<file path="src/rtl/cksum_arbiter.sv">
// Round-robin arbiter that lets NUM_REQ requesters share a single checksum
// engine. One request is serviced at a time: grant, start pulse, wait for
// the engine (bounded by TIMEOUT), then a one-hot completion pulse back to
// the grantee.

`ifndef ADDR_BUS
`define ADDR_BUS 16
`endif
`ifndef DATA_BUS
`define DATA_BUS 32
`endif
`ifndef HALF_BUS
`define HALF_BUS 16
`endif

module cksum_arbiter #(
   parameter int NUM_REQ = 4,
   parameter int TIMEOUT = 64,
   localparam int SEL_W  = (NUM_REQ > 1) ? $clog2(NUM_REQ) : 1
) (
   input  logic                                 clk,
   input  logic                                 rst,
   input  logic [NUM_REQ-1:0]                   req_i,
   input  logic [NUM_REQ-1:0][`ADDR_BUS-1:0]    field_start_i,
   input  logic [NUM_REQ-1:0][`DATA_BUS-1:0]    field_len_i,
   output logic [SEL_W-1:0]                     sel_o,
   output logic                                 busy_o,
   output logic                                 eng_start_o,
   output logic [`ADDR_BUS-1:0]                 eng_field_start_o,
   output logic [`DATA_BUS-1:0]                 eng_field_len_o,
   input  logic                                 eng_ready_i,
   input  logic [`HALF_BUS-1:0]                 eng_val_i,
   output logic [NUM_REQ-1:0]                   done_o,
   output logic [`HALF_BUS-1:0]                 cksum_val_o,
   output logic                                 err_o
);

   typedef enum logic [1:0] {
      IDLE  = 2'd0,
      ISSUE = 2'd1,
      WAIT  = 2'd2,
      RESP  = 2'd3
   } state_t;

   // The wait is abandoned once the incremented count would reach this value,
   // so the grantee sees done_o exactly TIMEOUT cycles after the start pulse.
   localparam logic [8:0] EXPIRE = 9'(TIMEOUT - 1);

   state_t           state;
   state_t           state_next;
   logic [SEL_W-1:0] last_grant;
   logic [SEL_W-1:0] winner;
   logic [SEL_W-1:0] cand;
   logic             winner_found;
   logic [7:0]       cnt;
   logic             timeout_hit;

   assign timeout_hit = ({1'b0, cnt} + 9'd1) >= EXPIRE;

   // Round-robin search: first active request after the previous grantee,
   // wrapping naturally because NUM_REQ is a power of two.
   always_comb begin
      winner       = '0;
      winner_found = 1'b0;
      cand         = '0;
      for (int i = 1; i <= NUM_REQ; i++) begin
         cand = last_grant + SEL_W'(i);
         if (!winner_found && req_i[cand]) begin
            winner       = cand;
            winner_found = 1'b1;
         end
      end
   end

   // State register; reset drops any in-flight operation immediately.
   always_ff @(posedge clk or negedge rst) begin
      if (!rst) begin
         state <= IDLE;
      end else begin
         state <= state_next;
      end
   end

   // Next-state logic and the state-decoded outputs.
   always_comb begin
      state_next  = state;
      eng_start_o = 1'b0;
      busy_o      = 1'b0;
      done_o      = '0;
      case (state)
         IDLE: begin
            if (winner_found) begin
               state_next = ISSUE;
            end
         end
         ISSUE: begin
            eng_start_o = 1'b1;
            busy_o      = 1'b1;
            state_next  = WAIT;
         end
         WAIT: begin
            busy_o = 1'b1;
            if (eng_ready_i || timeout_hit) begin
               state_next = RESP;
            end
         end
         RESP: begin
            busy_o = 1'b1;
            for (int i = 0; i < NUM_REQ; i++) begin
               done_o[i] = (sel_o == SEL_W'(i));
            end
            state_next = IDLE;
         end
         default: begin
            state_next = IDLE;
         end
      endcase
   end

   // Grant capture, timeout counter, result latch and round-robin pointer.
   // eng_ready_i only matters in WAIT and beats a simultaneous timeout.
   always_ff @(posedge clk or negedge rst) begin
      if (!rst) begin
         sel_o             <= '0;
         eng_field_start_o <= '0;
         eng_field_len_o   <= '0;
         cksum_val_o       <= '0;
         err_o             <= 1'b0;
         cnt               <= '0;
         last_grant        <= SEL_W'(NUM_REQ - 1);
      end else begin
         case (state)
            IDLE: begin
               if (winner_found) begin
                  sel_o             <= winner;
                  eng_field_start_o <= field_start_i[winner];
                  eng_field_len_o   <= field_len_i[winner];
                  err_o             <= 1'b0;
               end
            end
            ISSUE: begin
               cnt <= '0;
            end
            WAIT: begin
               if (eng_ready_i) begin
                  cksum_val_o <= eng_val_i;
                  err_o       <= 1'b0;
               end else if (timeout_hit) begin
                  cksum_val_o <= '0;
                  err_o       <= 1'b1;
               end else begin
                  cnt <= cnt + 8'd1;
               end
            end
            RESP: begin
               last_grant <= sel_o;
            end
            default: begin
            end
         endcase
      end
   end

endmodule

</file>
<file path="config.mk">
export PLATFORM = sky130hd
export DESIGN_NAME = cksum_arbiter
export DESIGN_NICKNAME = d
export VERILOG_FILES = /design/src/rtl/cksum_arbiter.sv
export SDC_FILE = /design/constraint.sdc
export NUM_CORES = 1
export LEC_CHECK = 0
export ABC_AREA = 1
export ABC_CLOCK_PERIOD_IN_PS = 2350
export CORE_MARGIN = 2
export CORE_UTILIZATION = 40
export CTS_CLUSTER_SIZE = 40
export DETAILED_ROUTE_END_ITERATION = 8
export PLACE_DENSITY = 0.78
export SYNTH_ARGS = -nofsm -noshare
export SYNTH_HDL_FRONTEND = slang
export SYNTH_SLANG_ARGS = --single-unit
export TNS_END_PERCENT = 5
</file>
<file path="constraint.sdc">
create_clock -name clk -period 2.35 [get_ports clk]
set_input_delay 0.235 -clock clk [delete_from_list [all_inputs] [get_ports clk]]
set_output_delay 0.235 -clock clk [all_outputs]
set_load 0.01 [all_outputs]
</file>
==> metrics.txt <==
post-synthesis cell type count=30; share of final-layout standard cells stronger than drive strength 1=0.05189; clk slew on worst S/H paths=~0.07 ns; FF-to-FF End=eng_field_len_o[5]$_DFFE_PN0P_; synthesis-to-layout area growth=62.46%; I/O pin cnt=288; reported max-cap violation count=0; post-synthesis sequential area ratio=0.3634; portion of synthesized cell area occupied by the leading cell type=0.3538; worst slew margin relative to its limit=0.6077; latest clock arrival within the worst-skew pair=0.34 ns; worst IR drop on VDD=0.8108 mV; Cell Area, Synth=~5400 µm²; number of enable flip-flop cells after synthesis=0; total of warnings raised by yosys=0; root buffer cell=sky130_fd_sc_hd__clkbuf_16; die area=between 10,000 and 15,000 µm²; final hold viol count=0; number of buffers and inverters on the critical path=2; final standard cell utilization of the core=0.6655; minimum setup slack after placement=0.1376 ns; Main synth FF type=sky130_fd_sc_hd__dfrtp_1; crit path time final=2.150 ns; number of DRC violations after detailed routing=0; Worst Setup End Kind=flop; master of the slowest instance on the critical path=sky130_fd_sc_hd__dfstp_2; top achievable clock speed=465.1 MHz; class of the tightest hold or removal check=input port to asynchronous set/reset pin; share of synthesized flip-flops with an asynchronous set or reset=1.000; cell types occupying the most area after synthesis=sky130_fd_sc_hd__dfrtp_1 35%, sky130_fd_sc_hd__nand2_1 24%, sky130_fd_sc_hd__nand3_1 13%; number of storage elements in the synthesis netlist=79; static leakage=0.004448 µW; WS Path Type=flop to flop; horizontal die dimension=120.7 µm; antenna cells=0; largest net degree at the start of global routing=44; sequential group share of total power=0.207; Core ar.=13,300 µm²; remaining number of nets flagged by the antenna check after routing=0; Data arrival, critical path=2.37 ns; final-layout worst hold slack=~0.43 ns; total via count in the routed design=6,112; post-route setup TNS=0 ns; number of clock sinks=79; part of the power in the clock network=0.115; total grt overflow=0; Critical Path, Cell by Cell=inv_4 > nand2_1 > nand2_1 > nand2_2 > nand2_2 > nor2_4 > nand3_2 > nand2_4 > nand2_8 > buf_12 > or2_1 > nand3_1 > nand3_1; Num CTS Buffers=9; detailed-route wire length per cell=~13 µm; fin. max-slew vios=0; setup repair after global routing missed its margin=no; starting density of the core=0.4097; final worst clock skew=0.006790 ns; synthesized net count=between 1,000 and 1,500; Pre-antenna DRT Iters=6; CP top delay family=simple AND/OR/NAND/NOR gates; NumNets Final=between 1,000 and 1,500; share of the cycle needed by the critical path after routing=0.9150; Avg Inst Size Synth=6.378 µm²; count of fill cells added during filler insertion=1,210; number of failing setup endpoints in the final timing report=0; Reg2Reg Depth=13; CP max FO=between 40 and 50; minimum setup slack among reg-to-reg paths=0.20 ns; share of total power in combinational logic=0.678; routability congestion estimate=0.8546; CP Launch Type=flop; switching share of power=0.4715; Critical Path Max Stage Delay=a little over 0.6 ns; wire length reported by the detailed router=around 17 mm; via count of the first global-routing pass=5,985; number of DRC markers after the initial detailed-route iteration=301; critical register-to-register path startpoint=last_grant[0]$_DFFE_PN1P_; Clock H-tree levels=3; actual slew at the worst max-slew pin=roughly 0.59 ns; die extent in y=between 100 and 150 µm; Vias per Instance=~4.7; total net switching power=5451 µW; status=finished clean; library cell with the largest summed area after synthesis=sky130_fd_sc_hd__dfrtp_1; Clock Path Buffers=2; TritonCTS clock tree=built; half-perimeter wire length after placement=approximately 13 mm; PnR worst setup slack=around 0.2 ns; Cells after Synth=854; GR Util All Layers=0.2448; total power per unit cell area=1306 nW/µm²; sum of internal, switching and leakage power=11,560 µW; count of standard-cell rows=42; internal portion of total power=6109 µW; global-route wire length before repair=between 20 and 30 mm; count of port buffers added during placement=287; antenna violations before repair=0; data required time at the worst endpoint=2.57 ns
==> cell type report <==
class                   instances  area (µm²)  area share
repair buffers                310        3128      0.3535
multi-input cells             598        2730      0.3085
flip-flops and latches         79        1979      0.2237
inverters                     134       508.0     0.05741
clock buffers                   9       225.2     0.02545
well taps                     176       220.2     0.02489
clock inverters                 7       57.56    0.006505
==> routing by layer <==
metal,wire (µm),part of all wire,GRT usage,vias to the layer above
li1,-,-,-,3156
met5,0,0,0,-
met1,6884,0.40,0.2774,2725
met2,8837,0.51,0.4424,200
met4,389,0.022,0.07558,0
met3,1259,0.072,0.07028,31
==> layout by cell type (no fill, tap or decap), types with 3 or more instances in the layout <==
master / netlist / layout
sky130_fd_sc_hd__nand2_1: 349 / 349
sky130_fd_sc_hd__nand2_2: 5 / 4
sky130_fd_sc_hd__nand3_1: 139 / 139
sky130_fd_sc_hd__dfrtp_1: 77 / 77
sky130_fd_sc_hd__nor2_4: 3 / 3
sky130_fd_sc_hd__inv_1: 129 / 129
sky130_fd_sc_hd__o21ai_0: 27 / 27
sky130_fd_sc_hd__or2_1: 10 / 10
sky130_fd_sc_hd__clkbuf_16: 0 / 9
sky130_fd_sc_hd__or2_0: 7 / 7
sky130_fd_sc_hd__clkinvlp_4: 0 / 3
sky130_fd_sc_hd__ha_1: 7 / 7
sky130_fd_sc_hd__inv_2: 3 / 3
sky130_fd_sc_hd__nand3b_1: 16 / 16
sky130_fd_sc_hd__clkdlybuf4s50_1: 0 / 286
sky130_fd_sc_hd__xor2_1: 3 / 3
sky130_fd_sc_hd__a21oi_1: 4 / 4
sky130_fd_sc_hd__nor2_1: 18 / 18
sky130_fd_sc_hd__buf_12: 0 / 6
sky130_fd_sc_hd__buf_4: 10 / 15
==> flip-flops by register name, summed over array words and instances (netlist names) <==
name               cells
eng_field_len_o       32
cksum_val_o           16
eng_field_start_o     16
cnt                    8
last_grant             2
sel_o                  2
state                  2
err_o                  1
==> cells by family (layout without fill, tap and decap cells) <==
kind of cell | count (synthesis) | count (layout) | synth area share
and+or+nand+nor | 555 | 555 | 0.4468
buffers and inverters | 177 | 460 | 0.1378
DFF | 79 | 79 | 0.3634
AOI/OAI and AO/OA | 32 | 32 | 0.02940
adders and majority gates | 7 | 7 | 0.01608
xor gates and xnor gates | 4 | 4 | 0.006434
==> per-stage QoR <==
| stage | std cells | instance area, µm² |
|---|---|---|
| 6_report | 1313 | 8848 |
| 5_1_grt | 1313 | 8848 |
| 2_1_floorplan | 854 | 5446 |
| 4_1_cts | 1313 | 8827 |
| 3_3_place_gp | 1296 | 8534 |
| 3_5_place_dp | 1296 | 8534 |
==> synthesized netlist by cell type, types with 10 or more instances <==
cell type	instances
sky130_fd_sc_hd__nor2_1	18
sky130_fd_sc_hd__o21ai_0	27
sky130_fd_sc_hd__buf_2	16
sky130_fd_sc_hd__or2_1	10
sky130_fd_sc_hd__clkbuf_1	13
sky130_fd_sc_hd__buf_4	10
sky130_fd_sc_hd__dfrtp_1	77
sky130_fd_sc_hd__inv_1	129
sky130_fd_sc_hd__nand3_1	139
sky130_fd_sc_hd__nand3b_1	16
sky130_fd_sc_hd__nand2_1	349
==> worst max-delay path by stage <==
| stage | start | slack, ns | cells after the start | end |
|---|---|---|---|---|
| finish | last_grant[0]$_DFFE_PN1P_ | 0.20 | 13 | eng_field_len_o[5]$_DFFE_PN0P_ |
| global route | last_grant[0]$_DFFE_PN1P_ | 0.009 | 14 | eng_field_len_o[0]$_DFFE_PN0P_ |
| CTS | last_grant[0]$_DFFE_PN1P_ | 0.18 | 13 | eng_field_len_o[16]$_DFFE_PN0P_ |
| detailed placement | req_i[0] | 0.14 | 13 | eng_field_len_o[16]$_DFFE_PN0P_ |
| global placement | req_i[1] | 0.20 | 13 | eng_field_start_o[9]$_DFFE_PN0P_ |
| floorplan | last_grant[0]$_DFFE_PN1P_ | 0.42 | 14 | eng_field_len_o[2]$_DFFE_PN0P_ |
==> what timing repair did <==
action / in CTS / in global routing
endpoints found under the setup margin: 0 / 4
resized for setup: 0 / 4
hold endpoints to repair: 40 / 0
buffers inserted: 0 / 0
hold buffers: 1 / 0
==> power by group through the flow <==
stage          registers, µW  clock network, µW  logic, µW
6_report                2390               1330       7840
3_3_place_gp            2380                  0       7720
4_1_cts                 2390               1360       7870
2_1_floorplan           2610                  0       4700
3_5_place_dp            2400                  0       7840
5_1_grt                 2480               1420       8820
(Power assumes the default switching activity.)
